File: config.mk
export PLATFORM = sky130hd
export DESIGN_NAME = lfsr_stream_arbiter_flat
export DESIGN_NICKNAME = d
export VERILOG_FILES = /design/src/rtl/lfsr_stream_arbiter_if.sv /design/src/rtl/lfsr_stream_arbiter.sv /design/src/flat_wrapper.sv
export SDC_FILE = /design/constraint.sdc
export NUM_CORES = 1
export LEC_CHECK = 0
export CAP_MARGIN = 20
export CORE_MARGIN = 1.5
export CORE_UTILIZATION = 35
export DETAILED_ROUTE_END_ITERATION = 10
export GPL_ROUTABILITY_DRIVEN = 0
export PLACE_DENSITY = 0.67
export SLEW_MARGIN = 15
export SYNTH_ARGS = -nofsm -noshare
export SYNTH_HDL_FRONTEND = slang
export SYNTH_SLANG_ARGS = --single-unit
File: constraint.sdc
create_clock -name i_clk -period 3.8 [get_ports i_clk]
set_input_delay 0.57 -clock i_clk [delete_from_list [all_inputs] [get_ports i_clk]]
set_output_delay 0.57 -clock i_clk [all_outputs]
set_load 0.01 [all_outputs]
File: src/rtl/lfsr_stream_arbiter_if.sv
// Requester-side bus of the LFSR stream arbiter.
// Level request in, one-hot grant / word strobe / word out.
interface lfsr_stream_arbiter_if #(
  parameter int NBITS = 8
) ();
  logic [1:0]       i_req;
  logic [1:0]       o_gnt;
  logic [1:0]       o_valid;
  logic [NBITS-1:0] o_word;

  modport slave (
    input  i_req,
    output o_gnt,
    output o_valid,
    output o_word
  );

  modport master (
    output i_req,
    input  o_gnt,
    input  o_valid,
    input  o_word
  );
endinterface

File: src/rtl/lfsr_stream_arbiter.sv
// Seed sequencer and two-way word arbiter for the serial LFSR.
// Define LFSR_ARB_FIXED_PRIO_EN for fixed priority (requester 0 wins).
module lfsr_stream_arbiter #(
  parameter int NBITS = 8
) (
  input  logic                  i_clk,
  input  logic                  i_reset,
  input  logic                  i_lfsr_bit,
  output logic                  o_lfsr_reset,
  output logic                  o_load_seed,
  output logic [31:0]           o_seed,
  input  logic                  i_seed_wr,
  input  logic [31:0]           i_seed,
  lfsr_stream_arbiter_if.slave  bus
);

  localparam int CW = $clog2(NBITS) + 1;

  typedef enum logic [2:0] {
    INIT,
    IDLE,
    LOAD,
    GATHER,
    DONE
  } state_t;

  state_t           state_q;
  logic             seed_pend_q;
  logic [31:0]      pend_seed_q;
  logic [31:0]      seed_q;
  logic             load_seed_q;
  logic             lfsr_reset_q;
  logic [1:0]       gnt_q;
  logic [1:0]       valid_q;
  logic [NBITS-1:0] word_q;
  logic [NBITS-1:0] sr_q;
  logic [CW-1:0]    cnt_q;
  logic             gidx_q;
`ifndef LFSR_ARB_FIXED_PRIO_EN
  logic             last_q;
`endif

  logic             win_d;
  logic [NBITS-1:0] sr_d;

  // Pick the requester to grant out of IDLE.
  always_comb begin
    win_d = 1'b0;
`ifdef LFSR_ARB_FIXED_PRIO_EN
    win_d = bus.i_req[0] ? 1'b0 : 1'b1;
`else
    if (bus.i_req[0] && bus.i_req[1])
      win_d = ~last_q;
    else
      win_d = bus.i_req[0] ? 1'b0 : 1'b1;
`endif
  end

  // Next shift-register value; first bit ends up in the MSB.
  always_comb begin
    sr_d = {sr_q[NBITS-2:0], i_lfsr_bit};
  end

  // Sequencer FSM with registered outputs.
  always_ff @(posedge i_clk) begin
    if (i_reset) begin
      state_q      <= INIT;
      seed_pend_q  <= 1'b0;
      pend_seed_q  <= '0;
      seed_q       <= '0;
      load_seed_q  <= 1'b0;
      lfsr_reset_q <= 1'b1;
      gnt_q        <= '0;
      valid_q      <= '0;
      word_q       <= '0;
      sr_q         <= '0;
      cnt_q        <= '0;
      gidx_q       <= 1'b0;
`ifndef LFSR_ARB_FIXED_PRIO_EN
      last_q       <= 1'b1;
`endif
    end else begin
      if (i_seed_wr) begin
        pend_seed_q <= i_seed;
        seed_pend_q <= 1'b1;
      end
      unique case (state_q)
        INIT: begin
          if (seed_pend_q) begin
            state_q      <= LOAD;
            load_seed_q  <= 1'b1;
            seed_q       <= pend_seed_q;
            lfsr_reset_q <= 1'b0;
          end
        end
        IDLE: begin
          if (seed_pend_q) begin
            state_q     <= LOAD;
            load_seed_q <= 1'b1;
            seed_q      <= pend_seed_q;
          end else if (|bus.i_req) begin
            state_q <= GATHER;
            gidx_q  <= win_d;
            gnt_q   <= win_d ? 2'b10 : 2'b01;
            cnt_q   <= '0;
          end
        end
        LOAD: begin
          state_q     <= IDLE;
          load_seed_q <= 1'b0;
          if (!i_seed_wr)
            seed_pend_q <= 1'b0;
        end
        GATHER: begin
          if (!bus.i_req[gidx_q]) begin
            state_q <= IDLE;
            gnt_q   <= '0;
          end else begin
            sr_q <= sr_d;
            if (cnt_q == CW'(NBITS - 1)) begin
              state_q <= DONE;
              word_q  <= sr_d;
              valid_q <= gnt_q;
            end else begin
              cnt_q <= cnt_q + CW'(1);
            end
          end
        end
        DONE: begin
          state_q <= IDLE;
          gnt_q   <= '0;
          valid_q <= '0;
`ifndef LFSR_ARB_FIXED_PRIO_EN
          last_q  <= gidx_q;
`endif
        end
        default: state_q <= INIT;
      endcase
    end
  end

  assign o_lfsr_reset = lfsr_reset_q;
  assign o_load_seed  = load_seed_q;
  assign o_seed       = seed_q;
  assign bus.o_gnt    = gnt_q;
  assign bus.o_valid  = valid_q;
  assign bus.o_word   = word_q;

endmodule

File: src/flat_wrapper.sv
// flat-port wrapper written by rule: the top's interface ports become plain ports
module lfsr_stream_arbiter_flat 
#(
  parameter int NBITS = 8
)
  (i_clk, i_reset, i_lfsr_bit, o_lfsr_reset, o_load_seed, o_seed, i_seed_wr, i_seed, bus_i_req, bus_o_gnt, bus_o_valid, bus_o_word);
  lfsr_stream_arbiter_if #(.NBITS(NBITS)) bus_i ();
  input  logic i_clk;
  input  logic i_reset;
  input  logic i_lfsr_bit;
  output logic o_lfsr_reset;
  output logic o_load_seed;
  output logic [31:0] o_seed;
  input  logic i_seed_wr;
  input  logic [31:0] i_seed;
  input wire logic [$bits(bus_i.i_req)-1:0] bus_i_req;
  output wire logic [$bits(bus_i.o_gnt)-1:0] bus_o_gnt;
  output wire logic [$bits(bus_i.o_valid)-1:0] bus_o_valid;
  output wire logic [$bits(bus_i.o_word)-1:0] bus_o_word;
  assign bus_i.i_req = bus_i_req;
  assign bus_o_gnt = bus_i.o_gnt;
  assign bus_o_valid = bus_i.o_valid;
  assign bus_o_word = bus_i.o_word;
  lfsr_stream_arbiter #(.NBITS(NBITS)) u_core (.i_clk(i_clk), .i_reset(i_reset), .i_lfsr_bit(i_lfsr_bit), .o_lfsr_reset(o_lfsr_reset), .o_load_seed(o_load_seed), .o_seed(o_seed), .i_seed_wr(i_seed_wr), .i_seed(i_seed), .bus(bus_i));
endmodule
==> impl.org, run 1 <==
** Pwr
- Ratio of total power to cell area :: 432.9 mW/mm²
- The worst-case IR drop observed on VDD is 0.1538 mV.
- The analysis attributes to cell leakage a power of 0.001733 µW.

** Synth
- Most common flop cell mapped by yosys :: sky130_fd_sc_hd__dfxtp_1
- In this run the biggest area consumer among cell types represents 53.07% of the synthesized area.
- The synthesized netlist occupies a cell area of 0.003583 mm².
- Syn_nets :: 420
- Mapped Avg Cell Area :: 9.405 µm²
- Number of instances in the synthesized netlist :: 381
- Of all cell types, the one taking the most synthesized area is sky130_fd_sc_hd__dfxtp_1.
- #FFs+latches synth :: 95
- After synthesis, the share of flip-flops with an asynchronous set or reset is 0%.
- Counting flops with a built-in enable in the synthesized netlist gives 0.
- Top-count cell post-synth :: sky130_fd_sc_hd__dfxtp_1
- Unique masters post-synth :: 39
- Cell types occupying the most area after synthesis :: sky130_fd_sc_hd__dfxtp_1, sky130_fd_sc_hd__mux2i_1, sky130_fd_sc_hd__nand2_1
- The Yosys step of the flow raised 0 warnings.
- Seq/Total Area, Yosys :: 53.07%
- Top cells by count, synth :: sky130_fd_sc_hd__dfxtp_1, sky130_fd_sc_hd__nand2_1, sky130_fd_sc_hd__nor2_1

** Clocking
- TritonCTS built the clock tree.
- Htree depth :: 3
- Number of buffers created by CTS :: 9
- Clock latency on the worst-skew pair, taken at its later pin, is 350 ps.
- Buffers inserted to repair hold after CTS numbered 0.
- Total clock sinks :: 95
- Number of buffers between clock root and the deepest sink :: 2
- Library cell used as clock root buffer :: sky130_fd_sc_hd__clkbuf_8
- Post-CTS setup repair buffer count :: 0
- Post-CTS clock slew at the launch and capture registers of the worst setup and hold paths :: 90 ps
- Post-cts resize count :: 0

** Run status
- Run status :: finished, final reports clean

** Global route
- Global routing finished with a remaining overflow of 0.
- Global-route wire length before repair :: 12,900 µm
- The via count of the first global-routing pass is 2,632.
- The initial antenna violation count was 0.
- Entering global routing, the biggest net connects 54 pins.
- Global routing consumed, over all layers together, 14.76% of the routing resources.

** Timing
- For this run, the top clock speed supported by timing is 0.4716 GHz.
- Setup violations remaining at the end of the flow were counted as 0.
- Final Critical Period :: 2120 ps
- For the pin with the worst max-slew slack, the measured transition is 1038 ps.
- The max-slew violation count was 0.
- In the finished design, the share of the clock period the worst path needs comes to 55.80%.
- Setup repair after global routing left no endpoint under its margin.
- Between clock sinks in the finished design, the worst skew comes to 7.963 ps.
- For the final routed database, the setup TNS stands at 0 ps.
- Fin. Hold Viols :: 0
- Headroom to the max-slew limit :: 30.80%

** Drt
- ANT nets after route :: 0
- Vias per std cell :: 4.745
- Dividing the detail-routed wire length by the instance count gives 13.40 µm.
- 1st-pass router iterations :: 4
- Final wirelength :: 7880 µm
- For this block, the initial DRC count from the detailed router was 115.
- After detailed routing, the number of remaining DRC violations is 0.
- Detailed-route via count :: 2,790

** Finish
- Excluding fillers, the count of instances in the completed layout stands at 588.
- The finished cells cover 0.004686 mm².
- From synthesis to final layout, the design area changed by 30.76%.
- The number of antenna diodes in the final layout is 0.
- Of the cells placed in the final design, the portion with a size suffix greater than 1 is 6.593%.
- The final layout contains 490 nets.

** Floorplan
- During I/O placement, the number of pins put on the boundary was 84.
- The die covers 0.01085 mm².
- Rows :: 36
- Die X :: 104.2 µm
- The core region is 0.009864 mm².
- The floorplan step set the die height to 104.2 µm.
- For this configuration, the core starts out at a cell density of 36.33%.

** Worst setup path
- The largest single stage delay on the critical path is 640 ps.
- The critical path goes through clkdlybuf4s50_1, mux2i_1, nor3_4, mux2i_1, nor3_2.
- Critical path fanouts, max :: 11
- Worst EP required :: 4010 ps
- Critical Setup Path Class :: input pin to flip-flop
- STA classifies the critical path startpoint as an input pin.
- By instance count, the cell type seen most on the critical path is sky130_fd_sc_hd__mux2i_1.
- Among all stages on the critical path, the largest delay is contributed by sky130_fd_sc_hd__nor3_4.
- Endpoint kind of the worst setup timing path :: flip-flop
- Data arrival time of the critical path :: 2330 ps

** Placement
- After legalization and detailed placement, the total HPWL measured 5279 µm.
- Input and output buffers added on the ports amount to 83.
- Placed cell count :: 573
- Placed cell areas :: 0.004466 mm²

** Run
- Maximum capacitance violations :: 0

** Min path
- The path class of the tightest hold or removal check is flip-flop to flip-flop.
==> placed cells by master (no fill, tap or decap), types with 2 or more instances in the layout <==
master                             n
sky130_fd_sc_hd__bufinv_16         2
sky130_fd_sc_hd__buf_2             2
sky130_fd_sc_hd__buf_4             2
sky130_fd_sc_hd__o21ai_0           5
sky130_fd_sc_hd__nor3_1            2
sky130_fd_sc_hd__a311oi_1          2
sky130_fd_sc_hd__nor3_2            2
sky130_fd_sc_hd__mux2i_1          51
sky130_fd_sc_hd__nand3b_1          3
sky130_fd_sc_hd__a21oi_1          41
sky130_fd_sc_hd__nand2_1          69
sky130_fd_sc_hd__and3b_1           2
sky130_fd_sc_hd__nand2b_1          2
sky130_fd_sc_hd__clkdlybuf4s50_1  81
sky130_fd_sc_hd__dfxtp_1          95
sky130_fd_sc_hd__nor2_1           53
sky130_fd_sc_hd__clkinvlp_4        3
sky130_fd_sc_hd__clkbuf_8         10
sky130_fd_sc_hd__o21a_1            2
sky130_fd_sc_hd__nand3_1           3
==> critical path: cells and delay by family <==
kind,cells,cell delay (ps)
buffers and inverters,1,540
AND/OR/NAND/NOR,2,690
multiplexers,2,530
==> power breakdown <==
part           internal [µW]  switching, µW  total, µW
Sequential              1040           37.0       1070
Combinational            118            118        236
Clock                    385            334        718
==> through the flow <==
stage | setup slack, ps | total power [µW] | hold WS [ps] | utilization [%]
2_1_floorplan | 2250 | 1235 | 431.2 | -
3_3_place_gp | 1387 | 1331 | 435.2 | 45.27
3_5_place_dp | 1306 | 1336 | 442.8 | 45.27
4_1_cts | 1689 | 2055 | 454.7 | 47.50
5_1_grt | 1590 | 2121 | 478.4 | 47.50
6_report | 1680 | 2028 | 451.0 | 47.50
==> sequential cells by signal (all words and copies together) (netlist names) <==
register,count
u_core.cnt_q,4
u_core.bus.o_valid,2
u_core.o_lfsr_reset,1
u_core.sr_q,7
u_core.o_load_seed,1
u_core.gidx_q,1
u_core.bus.o_gnt,2
u_core.seed_pend_q,1
u_core.o_seed,32
u_core.state_q,3
u_core.pend_seed_q,32
u_core.bus.o_word,8
u_core.last_q,1
==> layout make-up <==
cell class	count	area (µm²)
multi-input combinational	258	1538
clock inverter	5	82.58
inverter	1	3.754
timing repair buffer	86	855.8
tap	133	166.4
sequential	95	1902
fill	938	5179
clock buffer	10	137.6
==> routing by layer <==
metal / share of wire (%) / vias up / global-route usage, %
met5: 0 / - / 0
met1: 49 / 1313 / 19.66
met3: 3.7 / 13 / 3.008
met2: 45 / 55 / 22.85
li1: - / 1409 / -
met4: 2.2 / 0 / 7.044
==> kinds of logic (layout without fill, tap and decap cells) <==
group                    count (synthesis)  in the layout  share of synthesized area [%]
AO/OA/AOI/OAI                           58             58                          9.253
adder cells (fa/ha/maj)                  1              1                         0.3491
buffers and inverters                   28            102                          4.015
flip-flops                              95             95                          53.07
multiplexers                            52             52                          14.56
AND/OR/NAND/NOR                        147            147                          18.75
==> path summary, 6_finish.rpt <==
kind | endpoint | slack, ps | cells after the start | from
hold / removal | u_core.o_seed[30] | 450 | 2 | u_core.pend_seed_q[30]
setup / recovery | u_core.bus.o_valid[0] | 1680 | 5 | bus_i_req[1]
setup reg to reg | u_core.bus.o_valid[0] | 1850 | 4 | u_core.state_q[0]
hold reg to reg | u_core.o_seed[30] | 450 | 2 | u_core.pend_seed_q[30]
No activity file was read; power rests on OpenSTA's default activity.
==> run 2, diff against run 1 <==
--- a/config.mk
+++ b/config.mk
@@ -10,7 +10,7 @@
 export CORE_UTILIZATION = 35
 export DETAILED_ROUTE_END_ITERATION = 10
 export GPL_ROUTABILITY_DRIVEN = 0
-export PLACE_DENSITY = 0.67
+export PLACE_DENSITY = 0.7
 export SLEW_MARGIN = 15
 export SYNTH_ARGS = -nofsm -noshare
 export SYNTH_HDL_FRONTEND = slang
==> constraint.sdc (replaced) <==
create_clock -name i_clk -period 1.91 [get_ports i_clk]
set_input_delay 0.2865 -clock i_clk [delete_from_list [all_inputs] [get_ports i_clk]]
set_output_delay 0.2865 -clock i_clk [all_outputs]
set_load 0.01 [all_outputs]
==> impl.org, run 2 (synthesized netlist as in run 1, its figures left out) <==
** Global route
- The first global-routing pass estimated 13,280 µm of wire.
- Number of antenna violations at the first check in global routing :: 0
- Overall Global Routing Usage :: 15.19%
- Number of global-route vias before repair :: 2,736
- Total global routing overflow :: 0
- Pin count of the biggest net entering global routing :: 97

** Timing
- Total Negative Setup Slacks :: 0 ps
- Setup repair after global routing left no endpoint under its margin.
- After layout, the worst path uses 90.28% of the clock period.
- Fin Clk Skew :: 9.303 ps
- In this run the tightest slew margin relative to its limit is 61.09%.
- Min Hold Slack :: 416.1 ps
- Static timing analysis puts the maximum clock frequency at 0.5799 GHz.
- Fin. Hold Viols :: 0
- Setup violations remaining at the end of the flow were counted as 0.
- Final Critical Period :: 1724 ps
- The max-slew violation count came to 0.
- Slew at the pin with the worst max-slew slack :: 583.6 ps

** Floorplan
- I/O pin total :: 84
- Placeable Area :: 0.009864 mm²
- The die covers 0.01085 mm².
- Vert. Die Dim :: 104.2 µm
- The initial utilization of the core area, before any placement, comes to 36.33%.
- Rows :: 36
- The die is 104.2 µm wide.

** Drt
- In the routed layout, each cell is associated on average with a via count of 4.723.
- 1st-pass router iterations :: 4
- Wires add up to 8033 µm.
- After detailed routing, the number of remaining DRC violations is 0.
- ANT nets after route :: 0
- Number of DRC markers in iteration 0 :: 133
- For this block, the via count after detailed routing is 2,801.
- In the final routed layout, each cell accounts on average for 13.55 µm.

** Worst setup path
- Path depth of the worst reg2reg path :: 4
- For flop-to-flop paths, the worst setup slack is 190 ps.
- Launching element type of the critical path :: flip-flop
- The worst register-to-register path begins at u_core.state_q[2].
- Reg-to-reg endpoint :: u_core.bus.o_gnt[1]
- Endpoint kind of the worst setup timing path :: flip-flop
- Data arrival time of the critical path :: 2000 ps
- Critical Setup Path Class :: flip-flop to flip-flop
- Of all nets on the critical path, the largest fanout is 11.
- Worst EP required :: 2180 ps

** Min path
- The worst hold path belongs to the class input pin to flip-flop.
- End point of the most critical hold path :: u_core.seed_pend_q
- Worst min-delay path startpoint :: i_reset
- The worst hold path passes through 3 cells.

** Clocking
- Htree depth :: 3
- Clock latency on the worst-skew pair, taken at its later pin, is 340 ps.
- Post-cts resize count :: 0
- Number of hold buffers added after cts :: 0
- TritonCTS built the clock tree.
- Number of buffers between clock root and the deepest sink :: 2
- Library cell used as clock root buffer :: sky130_fd_sc_hd__clkbuf_8
- Post-CTS setup repair buffer count :: 0
- Number of buffers created by CTS :: 9
- Post-CTS clock slew at the launch and capture registers of the worst setup and hold paths :: 90 ps
- Total clock sinks :: 95

** Finish
- Most common cell after layout, fill and taps aside :: sky130_fd_sc_hd__dfxtp_1
- Of the cells placed in the final design, the portion with a size suffix greater than 1 is 7.826%.
- The repair_antennas step left the layout with diodes totalling 0.
- Final Net Count :: 494
- Relative to the synthesized area, the layout overhead comes to 32.93%.
- The top cell types in the final layout, fill and taps aside, are sky130_fd_sc_hd__dfxtp_1, sky130_fd_sc_hd__clkdlybuf4s50_1, sky130_fd_sc_hd__nand2_1, sky130_fd_sc_hd__nor2_1, sky130_fd_sc_hd__mux2i_1.
- Design Area, Final :: 0.004763 mm²
- Filler-free cell count of the finished design :: 593

** Pwr
- Reported net switching power :: 996.9 µW
- The share of total power dissipated in combinational logic is 12.7%.
- Maximum resistive drop on vdd :: 0.3515 mV
- Power spread over the standard cell area amounts to 846.8 mW/mm².
- Internal power component :: 3037 µW
- Of the total power, the clock network draws 34.5%.
- The analysis attributes to cell leakage a power of 0.001778 µW.
- Portion of total power attributed to sequential cells :: 52.8%
- Share of total power consumed by net switching :: 24.72%

** Placement
- Count of input and output buffers :: 83
- Detailed placement ended at an HPWL of 5391 µm.
- Placed cell areas :: 0.004546 mm²
- Including well taps, the total number of placed cells is 577.

** Run
- Max-cap violations in this run came to 0.

** Run status
- The flow ran to the end, and the final reports show no timing, DRC or antenna violations.
==> run 2: critical path, cell delays in order (launching register included) <==
cell	delay, ps
sky130_fd_sc_hd__dfxtp_1	530
sky130_fd_sc_hd__nor3b_4	460
sky130_fd_sc_hd__a211oi_2	100
sky130_fd_sc_hd__or4_1	420
sky130_fd_sc_hd__a21oi_1	150
==> run 2: layout make-up <==
cell class | count | area (µm²)
inverters | 1 | 3.754
fillers | 927 | 5101
clock buffers | 12 | 165.2
multi-input cells | 258 | 1538
repair buffers | 90 | 935.9
well taps | 133 | 166.4
clock inverters | 4 | 51.30
flip-flops and latches | 95 | 1903
==> run 2: power groups by stage <==
stage	registers [µW]	clock network [µW]	logic, µW
floorplan	2170	0	292
global route	2140	1520	561
global placement	2170	0	506
CTS	2130	1440	517
finish	2130	1390	511
detailed placement	2170	0	516
==> run 2: worst max path at each step <==
stage | from | end | slack (ps) | cells after the start
after floorplan | u_core.state_q[0] | u_core.bus.o_valid[0] | 440 | 6
after global placement | bus_i_req[1] | u_core.sr_q[3] | 80 | 6
after detailed placement | bus_i_req[0] | u_core.sr_q[2] | 20 | 6
after CTS | u_core.state_q[1] | u_core.cnt_q[3] | 150 | 4
after global routing | u_core.state_q[2] | u_core.o_seed[28] | 60 | 5
final | u_core.state_q[2] | u_core.bus.o_gnt[1] | 190 | 4
==> run 2: per-layer routing <==
metal / vias to the layer above / routed length (µm) / global-route usage [%]
met5: - / 0 / 0
met4: 0 / 134 / 7.044
met3: 10 / 286 / 2.820
met2: 60 / 3760 / 23.94
met1: 1315 / 3852 / 20.12
li1: 1416 / - / -
==> run 2: through the flow <==
step | util, % | setup slack [ps] | total power (µW)
after floorplan | - | 435.0 | 2458
after global placement | 46.08 | 79.95 | 2675
after detailed placement | 46.08 | 17.15 | 2690
after CTS | 48.28 | 151.6 | 4087
after global routing | 48.29 | 64.46 | 4218
final | 48.29 | 185.7 | 4033
==> run 3, diff against run 2 <==
--- a/config.mk
+++ b/config.mk
@@ -8,6 +8,7 @@
 export CAP_MARGIN = 20
 export CORE_MARGIN = 1.5
 export CORE_UTILIZATION = 35
+export CTS_BUF_LIST = sky130_fd_sc_hd__clkbuf_2 sky130_fd_sc_hd__clkbuf_4 sky130_fd_sc_hd__clkbuf_8
 export DETAILED_ROUTE_END_ITERATION = 10
 export GPL_ROUTABILITY_DRIVEN = 0
 export PLACE_DENSITY = 0.7
==> results of run 3 <==
Same layout as run 2: the final DEF is identical, and so are final timing and power.
